[src/rtl/mem_arbiter.sv]
// Two-requester memory arbiter: instruction fetch and data load/store share one
// memory port, with one transaction outstanding, fetch anti-starvation and an ack timeout.
module mem_arbiter #(
  parameter int STARVE_LIMIT = 4,
  parameter int TIMEOUT      = 15
) (
  input  logic        clk,
  input  logic        reset,
  input  logic        if_req,
  input  logic [31:0] if_addr,
  output logic [31:0] if_rdata,
  output logic        if_valid,
  input  logic        dm_req,
  input  logic        dm_we,
  input  logic [31:0] dm_addr,
  input  logic [31:0] dm_wdata,
  output logic [31:0] dm_rdata,
  output logic        dm_valid,
  output logic        mem_req,
  output logic        mem_we,
  output logic [31:0] mem_addr,
  output logic [31:0] mem_wdata,
  input  logic [31:0] mem_rdata,
  input  logic        mem_ack,
  output logic        stall_f,
  output logic        stall_m,
  output logic        mem_err,
  output logic [1:0]  fsm_state
);

  // Handshakes: if_req/dm_req stay high until their one-cycle valid pulse;
  // mem_req and its address/data stay constant until mem_ack (or timeout).
  localparam int SW = $clog2(STARVE_LIMIT + 1);
  localparam int TW = $clog2(TIMEOUT + 1);
  localparam logic [SW-1:0] STARVE_MAX = SW'(STARVE_LIMIT);
  localparam logic [TW-1:0] TMO_LAST   = TW'(TIMEOUT - 1);

  typedef enum logic [1:0] {
    IDLE  = 2'd0,
    FETCH = 2'd1,
    DATA  = 2'd2
  } state_t;

  state_t        state;
  logic [SW-1:0] starve_cnt;
  logic [TW-1:0] tmo_cnt;
  logic          fetch_win;

  assign fetch_win = if_req && (!dm_req || (starve_cnt == STARVE_MAX));
  assign stall_f   = if_req & ~if_valid;
  assign stall_m   = dm_req & ~dm_valid;
  assign fsm_state = state;

  always_ff @(posedge clk or posedge reset) begin
    if (reset) begin
      state      <= IDLE;
      starve_cnt <= '0;
      tmo_cnt    <= '0;
      mem_req    <= 1'b0;
      mem_we     <= 1'b0;
      mem_addr   <= 32'h0;
      mem_wdata  <= 32'h0;
      if_rdata   <= 32'h0;
      dm_rdata   <= 32'h0;
      if_valid   <= 1'b0;
      dm_valid   <= 1'b0;
      mem_err    <= 1'b0;
    end else begin
      if_valid <= 1'b0;
      dm_valid <= 1'b0;
      case (state)
        IDLE: begin
          tmo_cnt <= '0;
          if (fetch_win) begin
            state      <= FETCH;
            mem_req    <= 1'b1;
            mem_we     <= 1'b0;
            mem_addr   <= if_addr & ~32'h3;
            starve_cnt <= '0;
          end else if (dm_req) begin
            state     <= DATA;
            mem_req   <= 1'b1;
            mem_we    <= dm_we;
            mem_addr  <= dm_addr & ~32'h3;
            mem_wdata <= dm_wdata;
            if (if_req && (starve_cnt != STARVE_MAX)) starve_cnt <= starve_cnt + 1'b1;
          end
        end
        FETCH: begin
          if (mem_ack || (tmo_cnt == TMO_LAST)) begin
            if (mem_ack) if_rdata <= mem_rdata;
            else         mem_err  <= 1'b1;
            if_valid <= 1'b1;
            state    <= IDLE;
            mem_req  <= 1'b0;
            mem_we   <= 1'b0;
          end else begin
            tmo_cnt <= tmo_cnt + 1'b1;
          end
        end
        DATA: begin
          if (mem_ack || (tmo_cnt == TMO_LAST)) begin
            // Stores complete without touching the load data register.
            if (mem_ack && !mem_we) dm_rdata <= mem_rdata;
            if (!mem_ack)           mem_err  <= 1'b1;
            dm_valid <= 1'b1;
            state    <= IDLE;
            mem_req  <= 1'b0;
            mem_we   <= 1'b0;
          end else begin
            tmo_cnt <= tmo_cnt + 1'b1;
          end
        end
        default: begin
          state   <= IDLE;
          mem_req <= 1'b0;
          mem_we  <= 1'b0;
        end
      endcase
    end
  end

endmodule

[config.mk]
export PLATFORM = sky130hd
export DESIGN_NAME = mem_arbiter
export DESIGN_NICKNAME = d
export VERILOG_FILES = /design/src/rtl/mem_arbiter.sv
export SDC_FILE = /design/constraint.sdc
export NUM_CORES = 1
export LEC_CHECK = 0
export CAP_MARGIN = 40
export CORE_MARGIN = 3
export CORE_UTILIZATION = 39
export CTS_BUF_LIST = sky130_fd_sc_hd__clkbuf_4 sky130_fd_sc_hd__clkbuf_8 sky130_fd_sc_hd__clkbuf_16
export CTS_CLUSTER_SIZE = 24
export DETAILED_ROUTE_END_ITERATION = 8
export GPL_TIMING_DRIVEN = 0
export PLACE_DENSITY_LB_ADDON = 0.2
export SKIP_LAST_GASP = 1
export SYNTH_ARGS = -nofsm -noshare
export SYNTH_HDL_FRONTEND = slang
export SYNTH_SLANG_ARGS = --single-unit
[constraint.sdc]
create_clock -name clk -period 8.5 [get_ports clk]
set_clock_uncertainty 0.2 [all_clocks]
set_input_delay 0.85 -clock clk [delete_from_list [all_inputs] [get_ports clk]]
set_output_delay 0.85 -clock clk [all_outputs]
set_load 0.005 [all_outputs]
==> results of run 1 <==
-- cells in the final DEF (no fill, tap or decap), drive strengths merged, types with 4 or more instances in the layout --
cell / synthesis / routed
ha: 7 / 7
nand4: 30 / 30
o211ai: 33 / 33
inv: 7 / 8
nand2: 68 / 68
clkinv: 0 / 5
o21ai: 7 / 7
bufinv: 0 / 4
buf: 21 / 22
mux2: 96 / 96
nor2b: 5 / 5
dfrtp: 140 / 140
clkdlybuf4s50: 0 / 263
clkbuf: 13 / 32
-- worst max-delay path, cell delays in order --
cell,delay (ps)
clkdlybuf4s50_1,500
buf_2,230
clkbuf_1,350
nor2b_1,190
clkdlybuf4s50_1,510
-- cell families after synthesis --
kind of cell / Yosys count
other cells: 1
xor+xnor: 1
buf+inv: 41
flops: 140
fa+ha+maj: 7
compound gates: 56
mux: 97
simple gates: 117
-- per-layer routing --
layer	track usage	part of all wire	wire [microns]	vias to the layer above
met5	0	0	0	-
met4	0.0562	0.012	201	0
met3	0.0692	0.084	1470	14
met2	0.351	0.51	8940	175
met1	0.245	0.39	6810	2382
li1	-	-	-	2208
-- where the power goes --
| group | total [mW] | leakage (nW) | internal (mW) | switching [mW] |
|---|---|---|---|---|
| clock | 0.778 | 0.305 | 0.503 | 0.276 |
| sequential | 1.17 | 1.69 | 0.991 | 0.177 |
| combinational | 1.47 | 2.08 | 0.919 | 0.550 |
-- final cells by class --
type | instances | area (sq um) | area share
tap | 184 | 230 | 0.0241
inverter | 7 | 31.3 | 0.00328
clock inverter | 12 | 169 | 0.0177
clock buffer | 19 | 453 | 0.0474
timing repair buffer | 264 | 2660 | 0.279
multi-input combinational | 280 | 2310 | 0.242
buffer | 34 | 193 | 0.0202
sequential | 140 | 3500 | 0.367
-- registers in the layout (all words and copies together), names as in the netlist --
name,count
dm_rdata,32
dm_valid,1
fsm_state,2
if_rdata,32
if_valid,1
mem_addr,30
mem_err,1
mem_req,1
mem_wdata,32
mem_we,1
starve_cnt,3
tmo_cnt,4
-- worst max path at each step --
stage                       from     endpoint  slack (ps)  cells past startpoint
final                     if_req      stall_f        4800                      5
after global routing      if_req      stall_f        4730                      5
after CTS                 if_req      stall_f        4800                      5
after detailed placement  if_req      stall_f        4800                      5
after global placement     reset     dm_valid        1880                      2
after floorplan            reset  dm_rdata[0]        3700                      1
==> metrics.md, run 1 <==
| Metric | Value |
|---|---|
| Area share of the largest cell type after synthesis | 0.581 |
| Antenna diode count | 0 |
| Routed len/inst | 18.5 microns |
| All-Layer GR Usage | 0.204 |
| Core area | 14800 sq um |
| Status | complete, no violations |
| YS warnings | 0 |
| FILL cells | roughly 1100 |
| Layout Cells excl Fill | 940 |
| Synth Area in XOR/XNOR | 0.00145 |
| Ys flop type | dfrtp_1 |
| Peak Freq | about 270 MHz |
| Site Rows | 44 |
| Iter 0 DRT Violations | 231 |
| Slew Viols, Final | 0 |
| Cells after DPL | slightly above 900 |
| HPWL Detailed | 13400 microns |
| CTS Buffer Depth | 2 |
| Fraction of synthesized area in multiplexers | 0.181 |
| I/O pin count | between 200 and 300 |
| DIE AREA | between 15000 and 20000 sq um |
| FF-to-FF path depth | 6 |
| Critical path type | input pin to output pin |
| Die H | 130 microns |
| Post-CTS setup buffer count | 0 |
| Most frequent cells after synthesis | dfrtp_1, mux2_2, nand2_1 |
| Largest net degree at the start of global routing | 86 |
| Share of layout cells above drive strength 1 | 0.235 |
| Worst setup SP type | input pin |
| Initial antenna violation count | 0 |
| Placed cell area | between 8000 and 9000 sq um |
| Fin nets | about 890 |
| RSZ-0062 raised after global routing | false |
| First drt pass iteration count | 4 |
| Register area share after synthesis | 0.581 |
| Most common cell in the netlist | dfrtp_1 |
| Synth Area in Compound Gates | 0.0936 |
| Reg2reg end | mem_wdata[11] |
| Setup_tns | 0 ps |
| #FFs+latches synth | 140 |
| Final Instance Area | roughly 9500 sq um |
| Worst hold stages | 2 |
| Combinational family with the most area after synthesis | multiplexers |
| PwrDens | between 300 and 400 nW/um^2 |
| Hold Violations, Final | 0 |
| CTS H-Tree Depth | 4 |
| First-pass GRT wire length | about 27000 microns |
| Pleak | 4.07 nW |
| Critical path arrival | roughly 2700 ps |
| CTS Buf Count | 17 |
| Post-synth top area cell | dfrtp_1 |
| Largest cells by area after synthesis | dfrtp_1, mux2_2, o211ai_2 |
| Hold_sp | mem_addr[24] |
| Starting Density | 0.407 |
| RR Startpoint | fsm_state[0] |
| Via count | ~4800 |
| Clk sink count | 140 |
| Routed Antenna Nets | 0 |
| Final Worst Setup Slack | about 4800 ps |
| Final hold slack | about 280 ps |
| Vias in the first global route | just over 5000 |
| Worst-margin pin slew | a little under 800 ps |
| Final number of setup-violating endpoints | 0 |
| Root Driver | clkbuf_16 |
| Cell Area, Synth | roughly 6000 sq um |
| Netlist cell types | 37 |
| Port bufs | 263 |
| Crit. End Element | output pin |
| Chip width | between 100 and 150 microns |
| RD Place Congestion | approximately 0.84 |
| Total power | around 3.4 mW |
| Clk Latency, worst-skew pair | just over 400 ps |
| CP Max Fanout | 10 |
| Grt total ovfl | 0 |
| Async SR Flop Fraction | 1.00 |
| Max_cap viols | 0 |
| Post-synth EDFFs | 0 |
| Clock transition at the registers of the reported paths | about 60 ps |
| Post-Synth Simple-Gate Area | 0.0913 |
| Hold Crit Class | flop to flop |
| P&R area growth vs syn | 58.4% |
| Pre-CTS WS | between 4000 and 5000 ps |
| Endpoint of the worst hold path | mem_addr[24] |
| CTS tree | done |
| R2R setup slack | roughly 6400 ps |
| Hold buffers post-CTS | 0 |
| Worst IR drop on VDD | around 0.00028 V |
| Util after Layout | 0.645 |
| Gate Count Post-Synth | 460 |
| Total wire length | between 15000 and 20000 microns |
| Worst Path Required | between 7000 and 8000 ps |
| Tmin final | 3700 ps |
| Relative slew slack | 0.487 |
| Via-to-Cell Ratio | approximately 5 |
| Final Cycle Share | 0.436 |
| Synth Area per Inst | 13.1 sq um |
| # DRC | 0 |
| Synth Area in Adders | 0.0145 |
| Post-CTS sizing | 0 |
No activity file was read; power rests on OpenSTA's default activity.
==> run 2, diff against run 1 <==
- CORE_UTILIZATION: 39 -> 38
- clock period: 8.5 -> 3.3 ns (I/O delays scaled with it)
==> run 2 against run 1 <==
Against the previous run:
- die area is 2.5% higher
- via count grew 0.48%
- highest routed layer unchanged
- routed wire length down 1.2%
==> metrics.md, run 2 (synthesis results as in run 1) <==
| Metric | Value |
|---|---|
| First drt pass iteration count | 4 (unchanged) |
| Final hold slack | 49.4 ps (-235 ps) |
| FF-to-FF path depth | 7 (+1) |
| Psw | 2.62 mW (+160%) |
| CTS Buf Count | 17 (unchanged) |
| Setup_tns | 0 ps (unchanged) |
| Most frequent cells in the layout | clkdlybuf4s50_1, dfrtp_1, mux2_2 |
| Layout Cells excl Fill | 971 (+3.3%) |
| Placed cell area | 9020 sq um (+1.0%) |
| Commonest non-fill, non-tap cell in the layout | clkdlybuf4s50_1 |
| Relative slew slack | 0.537 (+0.0506) |
| Status | complete, no violations |
| WP buf/inv | 4 (unchanged) |
| Final number of setup-violating endpoints | 0 (unchanged) |
| Pleak | 4.07 nW (about the same) |
| Clk sink count | 140 (unchanged) |
| Most Frequent Cell on Critical Path | clkdlybuf4s50_1 |
| P&R area growth vs syn | 59.4% |
| Crit. End Element | output pin |
| Core area | 15400 sq um (+3.8%) |
| Chip width | 132 microns (+1.2%) |
| Peak per-stage delay on the critical path | 520 ps (about the same) |
| RSZ-0062 raised after global routing | false |
| Hold Violations, Final | 0 (unchanged) |
| Clock transition at the registers of the reported paths | 60 ps (about the same) |
| Worst Path Required | 2770 ps (-4680 ps) |
| Starting Density | 0.392 (-0.0149) |
| PwrDens | 904 nW/um^2 (+150%) |
| Clock power frac | 0.217 (-0.011) |
| DIE AREA | 17400 sq um (+2.5%) |
| Pre-CTS WS | 591 ps (-4210 ps) |
| Critical Path Slowest Stage Cell | clkdlybuf4s50_1 |
| Total wire length | 17200 microns (-1.2%) |
| Hold buffers post-CTS | 0 (unchanged) |
| Design internal power | 6.07 mW (+150%) |
| Worst IR drop on VDD | 0.000430 V (+51%) |
| Sequential share of power | 0.347 (+0.005) |
| Final Instance Area | 9610 sq um (+0.64%) |
| Fin nets | 888 (+0.34%) |
| Final Cycle Share | 0.829 |
| Root Driver | clkbuf_16 |
| CP Cell Sequence | clkdlybuf4s50_1 > buf_2 > clkbuf_1 > nor2b_1 > clkdlybuf4s50_1 |
| Sw frac | 0.301 (+0.00748) |
| Routed len/inst | 17.7 microns (-4.3%) |
| Share of layout cells above drive strength 1 | 0.239 (+0.00402) |
| Post-CTS setup buffer count | 0 (unchanged) |
| Via count | 4802 (+0.48%) |
| CP Max Fanout | 10 (unchanged) |
| Vias in the first global route | 5299 (+5.1%) |
| Routed Antenna Nets | 0 (unchanged) |
| # DRC | 0 (unchanged) |
| Util after Layout | 0.625 (-0.0196) |
| Worst path depth | 5 (unchanged) |
| Peak Freq | roughly 370 MHz |
| Critical path arrival | 2210 ps (-440 ps) |
| Iter 0 DRT Violations | 240 (+3.9%) |
| CTS tree | done |
| CTS Buffer Depth | 2 (unchanged) |
| HPWL Detailed | 13100 microns (-1.9%) |
| Worst-margin pin slew | 692 ps (-77.3 ps) |
| Final Worst Setup Slack | 565 ps (-4230 ps) |
| Worst hold stages | 2 (unchanged) |
| First-pass GRT wire length | 28200 microns (+5.3%) |
| Antenna diode count | 0 (unchanged) |
| Die H | 132 microns (+1.2%) |
| All-Layer GR Usage | 0.200 (-0.00365) |
| Site Rows | 45 (+2.3%) |
| Largest net degree at the start of global routing | 37 (-57%) |
| Hold Crit Class | input pin to flop |
| Top delay family on crit path | buffers and inverters |
| RD Place Congestion | 0.846 (+0.24%) |
| Cells after DPL | 939 (+3.3%) |
| Port bufs | 263 (unchanged) |
| Clk Latency, worst-skew pair | 410 ps (about the same) |
| Worst setup SP type | input pin |
| Tmin final | 2740 ps |
| Biggest regs | dm_rdata (32), if_rdata (32), mem_wdata (32) |
| Slew Viols, Final | 0 (unchanged) |
| Combinational Power Share | 0.437 (+0.007) |
| Via-to-Cell Ratio | 4.95 (-2.7%) |
| Critical path type | input pin to output pin |
| Max_cap viols | 0 (unchanged) |
| Total power | 8.69 mW (+150%) |
| Post-CTS sizing | 0 (unchanged) |
| Initial antenna violation count | 0 (unchanged) |
| CTS H-Tree Depth | 4 (unchanged) |
| I/O pin count | 271 (unchanged) |
| Grt total ovfl | 0 (unchanged) |
==> run 2: cell count changes in the layout (fill, tap and decap cells not counted), moves of 2 or more <==
cell,change
bufinv_16,-2
clkinv_4,+4
clkinvlp_4,+3
clkinv_2,-3
buf_12,+3
==> run 2: per-layer routing <==
| metal | GRT usage | routed length, microns |
|---|---|---|
| met1 | 0.232 | 6700 |
| met2 | 0.338 | 8670 |
| met3 | 0.0844 | 1580 |
| met4 | 0.0648 | 274 |
| met5 | 0 | 0 |
==> run 2: worst register-to-register path: cells and delay by family (launching register included) <==
kind	cells	cell delay [ps]
AO/OA/AOI/OAI	2	280
buffers and inverters	3	730
flip-flops	1	410
adder cells (fa/ha/maj)	1	230
AND/OR/NAND/NOR	1	140
==> run 2: worst paths after layout <==
check	from	to	slack, ps
min in group asynchronous	reset	mem_wdata[9]	180
max in group asynchronous	reset	mem_addr[12]	1880
setup reg to reg	fsm_state[0]	mem_addr[28]	1240
hold / removal	dm_req	starve_cnt[2]	50
hold reg to reg	mem_err	mem_err	270
setup / recovery	if_req	stall_f	560
==> run 2: layout make-up <==
class	instances	area, sq um
tap	211	264
fill	1217	5760
clock buffer	19	447
sequential	140	3500
timing repair buffer	267	2720
clock inverter	13	144
buffer	34	193
multi-input combinational	280	2310
inverter	7	30.0
==> run 2: power by group through the flow <==
stage	sequential, mW	clock [mW]	combinational, mW
finish	3.01	1.88	3.79
global route	3.11	2.01	4.10
CTS	3.02	1.92	3.85
detailed placement	3.03	0	3.83
global placement	2.97	0	3.72
floorplan	3.05	0	1.51
